**src/rtl/timer_counter.sv**
```systemverilog
// -----------------------------------------------------------------------------
// timer_counter
//
// Programmable down-counting timer that raises a level interrupt request for
// one bit of the CP0 HWint input. Software programs CTRL and PRESET through
// word-addressed writes. COUNT is read-only. The request stays asserted until
// software rewrites CTRL or PRESET, which clears the pending flag.
//
// Register map (addr = byte offset [3:2]):
//   0  CTRL    [0] EN count enable, [2:1] MODE (00 one-shot, 01 auto-reload,
//              10/11 act as 00), [3] IM interrupt mask; other bits read 0
//   1  PRESET  read/write reload value
//   2  COUNT   read-only current count
//   3  reserved, reads 0
//
// Configuration macro:
//   TC_AUTO_RELOAD_EN  defined   : MODE bits are stored and mode 01 reloads.
//                      undefined : MODE is not stored and reads 0. Every
//                                  expiry clears EN (one-shot only).
//
// Parameters:
//   PRESET_RST  reset value of the PRESET register
//
// Ports:
//   clk    in   1   rising-edge clock
//   reset  in   1   asynchronous active-high reset
//   addr   in   2   word address
//   we     in   1   write strobe, sampled on the rising edge
//   din    in  32   write data
//   dout   out 32   combinational read data selected by addr
//   irq    out  1   interrupt request (PEND & IM)
// -----------------------------------------------------------------------------
module timer_counter #(
    parameter logic [31:0] PRESET_RST = 32'h0000_0000
) (
    input  logic        clk,
    input  logic        reset,
    input  logic [1:0]  addr,
    input  logic        we,
    input  logic [31:0] din,
    output logic [31:0] dout,
    output logic        irq
);

    localparam logic [1:0] ADDR_CTRL   = 2'd0;
    localparam logic [1:0] ADDR_PRESET = 2'd1;
    localparam logic [1:0] ADDR_COUNT  = 2'd2;

    typedef enum logic [1:0] {
        IDLE = 2'd0,
        LOAD = 2'd1,
        CNT  = 2'd2,
        INT  = 2'd3
    } state_t;

    state_t      state;
    state_t      state_nxt;

    logic        en;
    logic        en_nxt;
    logic        im;
    logic [1:0]  mode;
    logic [31:0] preset;
    logic [31:0] count;
    logic [31:0] count_nxt;
    logic        pend;
    logic        pend_nxt;

    logic        wr_ctrl;
    logic        wr_preset;
    logic        pend_set;
    logic        hw_en_clr;
    logic        reload_mode;

    // Saturating decrement: COUNT never wraps below zero.
    function automatic logic [31:0] sat_dec(input logic [31:0] v);
        if (v == 32'd0) begin
            return 32'd0;
        end
        return v - 32'd1;
    endfunction

    assign wr_ctrl   = we && (addr == ADDR_CTRL);
    assign wr_preset = we && (addr == ADDR_PRESET);

    // -------------------------------------------------------------------------
    // Mode storage (only present when auto-reload is built in)
    // -------------------------------------------------------------------------
`ifdef TC_AUTO_RELOAD_EN
    always_ff @(posedge clk or posedge reset) begin
        if (reset) begin
            mode <= 2'b00;
        end else if (wr_ctrl) begin
            mode <= din[2:1];
        end
    end

    // Only the 01 encoding reloads; 10 and 11 fall back to one-shot.
    assign reload_mode = (mode == 2'b01);
`else
    assign mode        = 2'b00;
    assign reload_mode = 1'b0;
`endif

    // -------------------------------------------------------------------------
    // Next-state and counter logic
    // -------------------------------------------------------------------------
    always_comb begin
        state_nxt = state;
        count_nxt = count;
        pend_set  = 1'b0;
        hw_en_clr = 1'b0;

        unique case (state)
            IDLE: begin
                if (en) begin
                    state_nxt = LOAD;
                end
            end
            LOAD: begin
                count_nxt = preset;
                state_nxt = CNT;
            end
            CNT: begin
                if (!en) begin
                    // Disabled mid-count: COUNT is held for software to read.
                    state_nxt = IDLE;
                end else if (count == 32'd0) begin
                    state_nxt = INT;
                    pend_set  = 1'b1;
                end else begin
                    count_nxt = sat_dec(count);
                end
            end
            INT: begin
                if (reload_mode) begin
                    state_nxt = LOAD;
                end else begin
                    hw_en_clr = 1'b1;
                    state_nxt = IDLE;
                end
            end
            default: begin
                state_nxt = IDLE;
            end
        endcase
    end

    // A software CTRL write overrides the hardware EN clear on the same edge.
    always_comb begin
        en_nxt = en;
        if (wr_ctrl) begin
            en_nxt = din[0];
        end else if (hw_en_clr) begin
            en_nxt = 1'b0;
        end
    end

    // The hardware set takes priority over a software clear on the same edge.
    always_comb begin
        pend_nxt = pend;
        if (pend_set) begin
            pend_nxt = 1'b1;
        end else if (wr_ctrl || wr_preset) begin
            pend_nxt = 1'b0;
        end
    end

    // -------------------------------------------------------------------------
    // State and register update
    // -------------------------------------------------------------------------
    always_ff @(posedge clk or posedge reset) begin
        if (reset) begin
            state  <= IDLE;
            en     <= 1'b0;
            im     <= 1'b0;
            preset <= PRESET_RST;
            count  <= 32'd0;
            pend   <= 1'b0;
        end else begin
            state <= state_nxt;
            en    <= en_nxt;
            count <= count_nxt;
            pend  <= pend_nxt;
            if (wr_ctrl) begin
                im <= din[3];
            end
            // A new PRESET only reaches COUNT at the next LOAD.
            if (wr_preset) begin
                preset <= din;
            end
        end
    end

    // -------------------------------------------------------------------------
    // Read mux and interrupt output
    // -------------------------------------------------------------------------
    always_comb begin
        dout = 32'd0;
        unique case (addr)
            ADDR_CTRL:   dout = {28'd0, im, mode, en};
            ADDR_PRESET: dout = preset;
            ADDR_COUNT:  dout = count;
            default:     dout = 32'd0;
        endcase
    end

    assign irq = pend & im;

endmodule

```
**config.mk**
```make
export PLATFORM = sky130hd
export DESIGN_NAME = timer_counter
export DESIGN_NICKNAME = d
export VERILOG_FILES = /design/src/rtl/timer_counter.sv
export SDC_FILE = /design/constraint.sdc
export NUM_CORES = 1
export LEC_CHECK = 0
export ABC_AREA = 1
export CAP_MARGIN = 25
export CELL_PAD_IN_SITES_DETAIL_PLACEMENT = 2
export CELL_PAD_IN_SITES_GLOBAL_PLACEMENT = 2
export CORE_ASPECT_RATIO = 1.2
export CORE_UTILIZATION = 32
export DETAILED_ROUTE_END_ITERATION = 7
export HOLD_SLACK_MARGIN = 0.15
export PLACE_DENSITY = 0.82
export REMOVE_ABC_BUFFERS = 1
export SKIP_CTS_REPAIR_TIMING = 1
export SKIP_LAST_GASP = 1
export SYNTH_ARGS = -nofsm -noshare
export SYNTH_HDL_FRONTEND = slang
export SYNTH_SLANG_ARGS = --single-unit
```
**constraint.sdc**
```tcl
create_clock -name clk -period 3.2 [get_ports clk]
set_input_delay 0.64 -clock clk [delete_from_list [all_inputs] [get_ports clk]]
set_output_delay 0.64 -clock clk [all_outputs]
set_load 0.02 [all_outputs]
```
==> flow_metrics.env <==
export IMPL_setup_tns_final_ns=0
export IMPL_postSynthRegisterBits=69
export IMPL_fin_hold_ws_ns=0.4956
export IMPL_cp_arrival_ns=2.46
export IMPL_timing_reg2reg_worst_path_depth=11
export IMPL_critical_path_slowest_cell="clkdlybuf4s50_1"
export IMPL_final_hold_violation_count=0
export IMPL_design_final_nets=724
export IMPL_timing_reg2reg_setup_slack_ns=0.77
export IMPL_synth_area_um2=4280
export IMPL_max_fo_critical_path=8
export IMPL_adder_and_majority_gate_portion_of_the_synthesized_area_pct=0.2923
export IMPL_die_y_um=128.7
export IMPL_yosys_warnings=0
export IMPL_final_wl_um=15540
export IMPL_global_route_usage_total_pct=24.32
export IMPL_firstDrtPassIters=4
export IMPL_maxSlewHeadroom_pct=47.17
export IMPL_worst_setup_path_type="in -> out"
export IMPL_placement_io_buffers=69
export IMPL_timing_final_setup_violations=0
export IMPL_critPathMaxStageDelay_ns=0.66
export IMPL_dominant_combinational_cell_family_by_area_after_synthesis="simple AND/OR/NAND/NOR gates"
export IMPL_first_global_vias=5173
export IMPL_post_synth_mux_area_share_pct=1.842
export IMPL_routed_via_count=4457
export IMPL_area_growth_synth_to_final_pct=27.16
export IMPL_place_ws_ns=0.08933
export IMPL_clk_pin_slew_worst_setup_hold_paths_ns=0.05
export IMPL_cts_path_max_buffers=2
export IMPL_worstReg2RegEnd="count[8]"
export IMPL_route_detailed_drc=0
export IMPL_power_leakage_nw=2.528
export IMPL_power_per_cell_area_nw_per_um2=850.0
export IMPL_htree_levels=3
export IMPL_numPlacedInstances=839
export IMPL_synth_lib_cells_used_distinct=28
export IMPL_route_detailed_wl_per_inst_um=18.19
export IMPL_synth_compound_area_share_pct=14.06
export IMPL_globalRoute_totalOverflow=0
export IMPL_period_minus_slack_ns=3.102
export IMPL_grt_max_degree=53
export IMPL_drv_cap=0
export IMPL_ys_seq_area_share_pct=40.34
export IMPL_detailedRoute_firstIterationViolations=166
export IMPL_timing_final_crit_share_pct=96.93
export IMPL_ios=70
export IMPL_reg2reg_from="count[0]"
export IMPL_synthesized_area_fraction_occupied_by_xor_and_xnor_cells_pct=0.2046
export IMPL_rsz0062_at_grt="false"
export IMPL_post_layout_nonfiller_instances=854
export IMPL_synth_cells=620
export IMPL_gpl_final_weighted_congestion=0.8201
export IMPL_vias_per_cell=5.219
export IMPL_worst_slew_pin_slew_ns=0.7912
export IMPL_antenna_found_initial=0
export IMPL_synth_area_per_cell_um2=6.904
export IMPL_antenna_violating_nets_post_route=0
export IMPL_cts_sinks=69
export IMPL_core_area_um2=12840
export IMPL_drv_slew=0
export IMPL_final_layout_size_suffix_gt1_share_pct=10.14
export IMPL_post_layout_total_power_mw=4.626
export IMPL_vdd_drop_max_mv=0.2793
export IMPL_clock_tree_from_tritoncts="yes"
export IMPL_grt_pass1_wl_um=25730
export IMPL_min_path_cells=2
export IMPL_crit_start_category="input pin"
export IMPL_final_design_area_no_fill_um2=5443
export IMPL_chip_width_um=107.6
export IMPL_hpwlAfterDp_um=11130
export IMPL_start_util_pct=33.34
export IMPL_maxClockFrequency_mhz=322.4
export IMPL_synthSimpleGateAreaFrac_pct=33.15
export IMPL_placedInstanceArea_um2=5161
export IMPL_cts_root_buf="clkbuf_16"
export IMPL_final_core_util_pct=42.40
export IMPL_crit_end="dout[16]"
export IMPL_critPathLaunch="addr[0]"
export IMPL_netlist_area_leader_share_pct=40.34
export IMPL_required_time_of_the_critical_path_ns=2.56
export IMPL_total_clock_buffers_created_by_cts=9
export IMPL_post_synth_main_area_contributors="dfrtp_1 (40%), nand2_1 (16%), nor2_1 (7.5%), inv_1 (6.8%), nand3_1 (6.1%)"
export IMPL_run_status="completed"
export IMPL_crit_path_cell_trace="clkdlybuf4s50_1, inv_1, nor2_2, buf_4, nand2_1, o21ai_0, clkdlybuf4s50_1"
export IMPL_netlist_top_cell_by_area="dfrtp_1"
export IMPL_end_kind="output pin"
export IMPL_worst_hold_path_class="reg -> reg"
export IMPL_floorplan_die_area_um2=13850
export IMPL_most_repeated_library_cell_on_the_critical_path="clkdlybuf4s50_1"
export IMPL_fin_worst_skew_ns=0.004038
export IMPL_final_setup_worst_slack_ns=0.09811
export IMPL_placementRows=45
export IMPL_antenna_cells=0
export IMPL_clk_latency_ns=0.34
worst min-delay path by stage:
stage / slack [ns] / to / from
3_5_place_dp: 0.49 / preset[0] / preset[0]
3_3_place_gp: 0.47 / preset[3] / preset[3]
6_report: 0.50 / preset[0] / preset[0]
4_1_cts: 0.50 / preset[0] / preset[0]
5_1_grt: 0.53 / preset[3] / preset[3]
2_1_floorplan: 0.45 / preset[0] / preset[0]
report_power, final:
group / switching [mW] / internal [mW]
sequential: 0.319 / 1.16
combinational: 1.45 / 0.726
clock: 0.383 / 0.583
placed cells by master, fill, tap and decap left out:
master	Yosys	routed
a21oi_1	27	27
buf_12	0	3
buf_4	2	7
clkbuf_1	11	2
clkbuf_16	0	9
clkbuf_8	0	3
clkdlybuf4s50_1	0	69
clkinv_2	0	1
dfrtp_1	69	69
ha_1	1	1
inv_1	77	76
inv_2	2	2
inv_4	1	2
mux2_2	7	7
nand2_1	177	176
nand2_2	5	6
nand2_4	1	1
nand3_1	52	52
nand3_2	1	1
nand4_1	4	4
nor2_1	86	86
nor2_2	6	6
nor2_4	4	4
nor3_1	1	1
o21ai_0	30	30
o21ai_2	17	17
o221ai_1	2	2
o22ai_1	24	24
or2_2	1	1
xor2_1	1	1
state kept, by name (all words and copies together) (netlist names):
register and flops:
count 32, pend 1, en 1, im 1, preset 32, state 2
layout make-up:
cell class | count | area (um^2)
well taps | 164 | 205.2
inverters | 80 | 305.3
clock inverters | 1 | 5.005
flip-flops and latches | 69 | 1727
repair buffers | 79 | 803.3
multi-input cells | 447 | 2123
clock buffers | 14 | 274.0
fillers | 1572 | 7395
cell families (layout without fill, tap and decap cells):
kind of cell	Yosys count	count (layout)
AOI/OAI and AO/OA	100	100
and+or+nand+nor	338	338
muxes	7	7
adders and majority gates	1	1
xor gates and xnor gates	1	1
DFF	69	69
buffers and inverters	104	174
worst max-delay path: cells and delay by family:
| kind | cells | cell delay [ns] |
|---|---|---|
| buffers and inverters | 4 | 1.48 |
| AND/OR/NAND/NOR | 2 | 0.22 |
| AO/OA/AOI/OAI | 1 | 0.12 |
routing by layer:
layer | GRT usage [%] | routed length, um
met4 | 9.750 | 319
met2 | 46.08 | 8347
met3 | 2.786 | 312
met5 | 0 | 0
met1 | 27.40 | 6559
synth_stat cells:
| cell type | count |
|---|---|
| inv_4 | 1 |
| clkbuf_1 | 11 |
| nand2_1 | 177 |
| xor2_1 | 1 |
| buf_4 | 2 |
| buf_2 | 2 |
| dfrtp_1 | 69 |
| nand3_1 | 52 |
| nor2_4 | 4 |
| nand2_4 | 1 |
| a21oi_1 | 27 |
| mux2_2 | 7 |
| buf_1 | 5 |
| o221ai_1 | 2 |
| nand3_2 | 1 |
| inv_2 | 2 |
| nand2_2 | 5 |
| o22ai_1 | 24 |
| buf_6 | 4 |
| o21ai_2 | 17 |
| nor3_1 | 1 |
| nor2_2 | 6 |
| ha_1 | 1 |
| o21ai_0 | 30 |
| or2_2 | 1 |
| nor2_1 | 86 |
| inv_1 | 77 |
| nand4_1 | 4 |
Power figures use the tool's default switching activity.
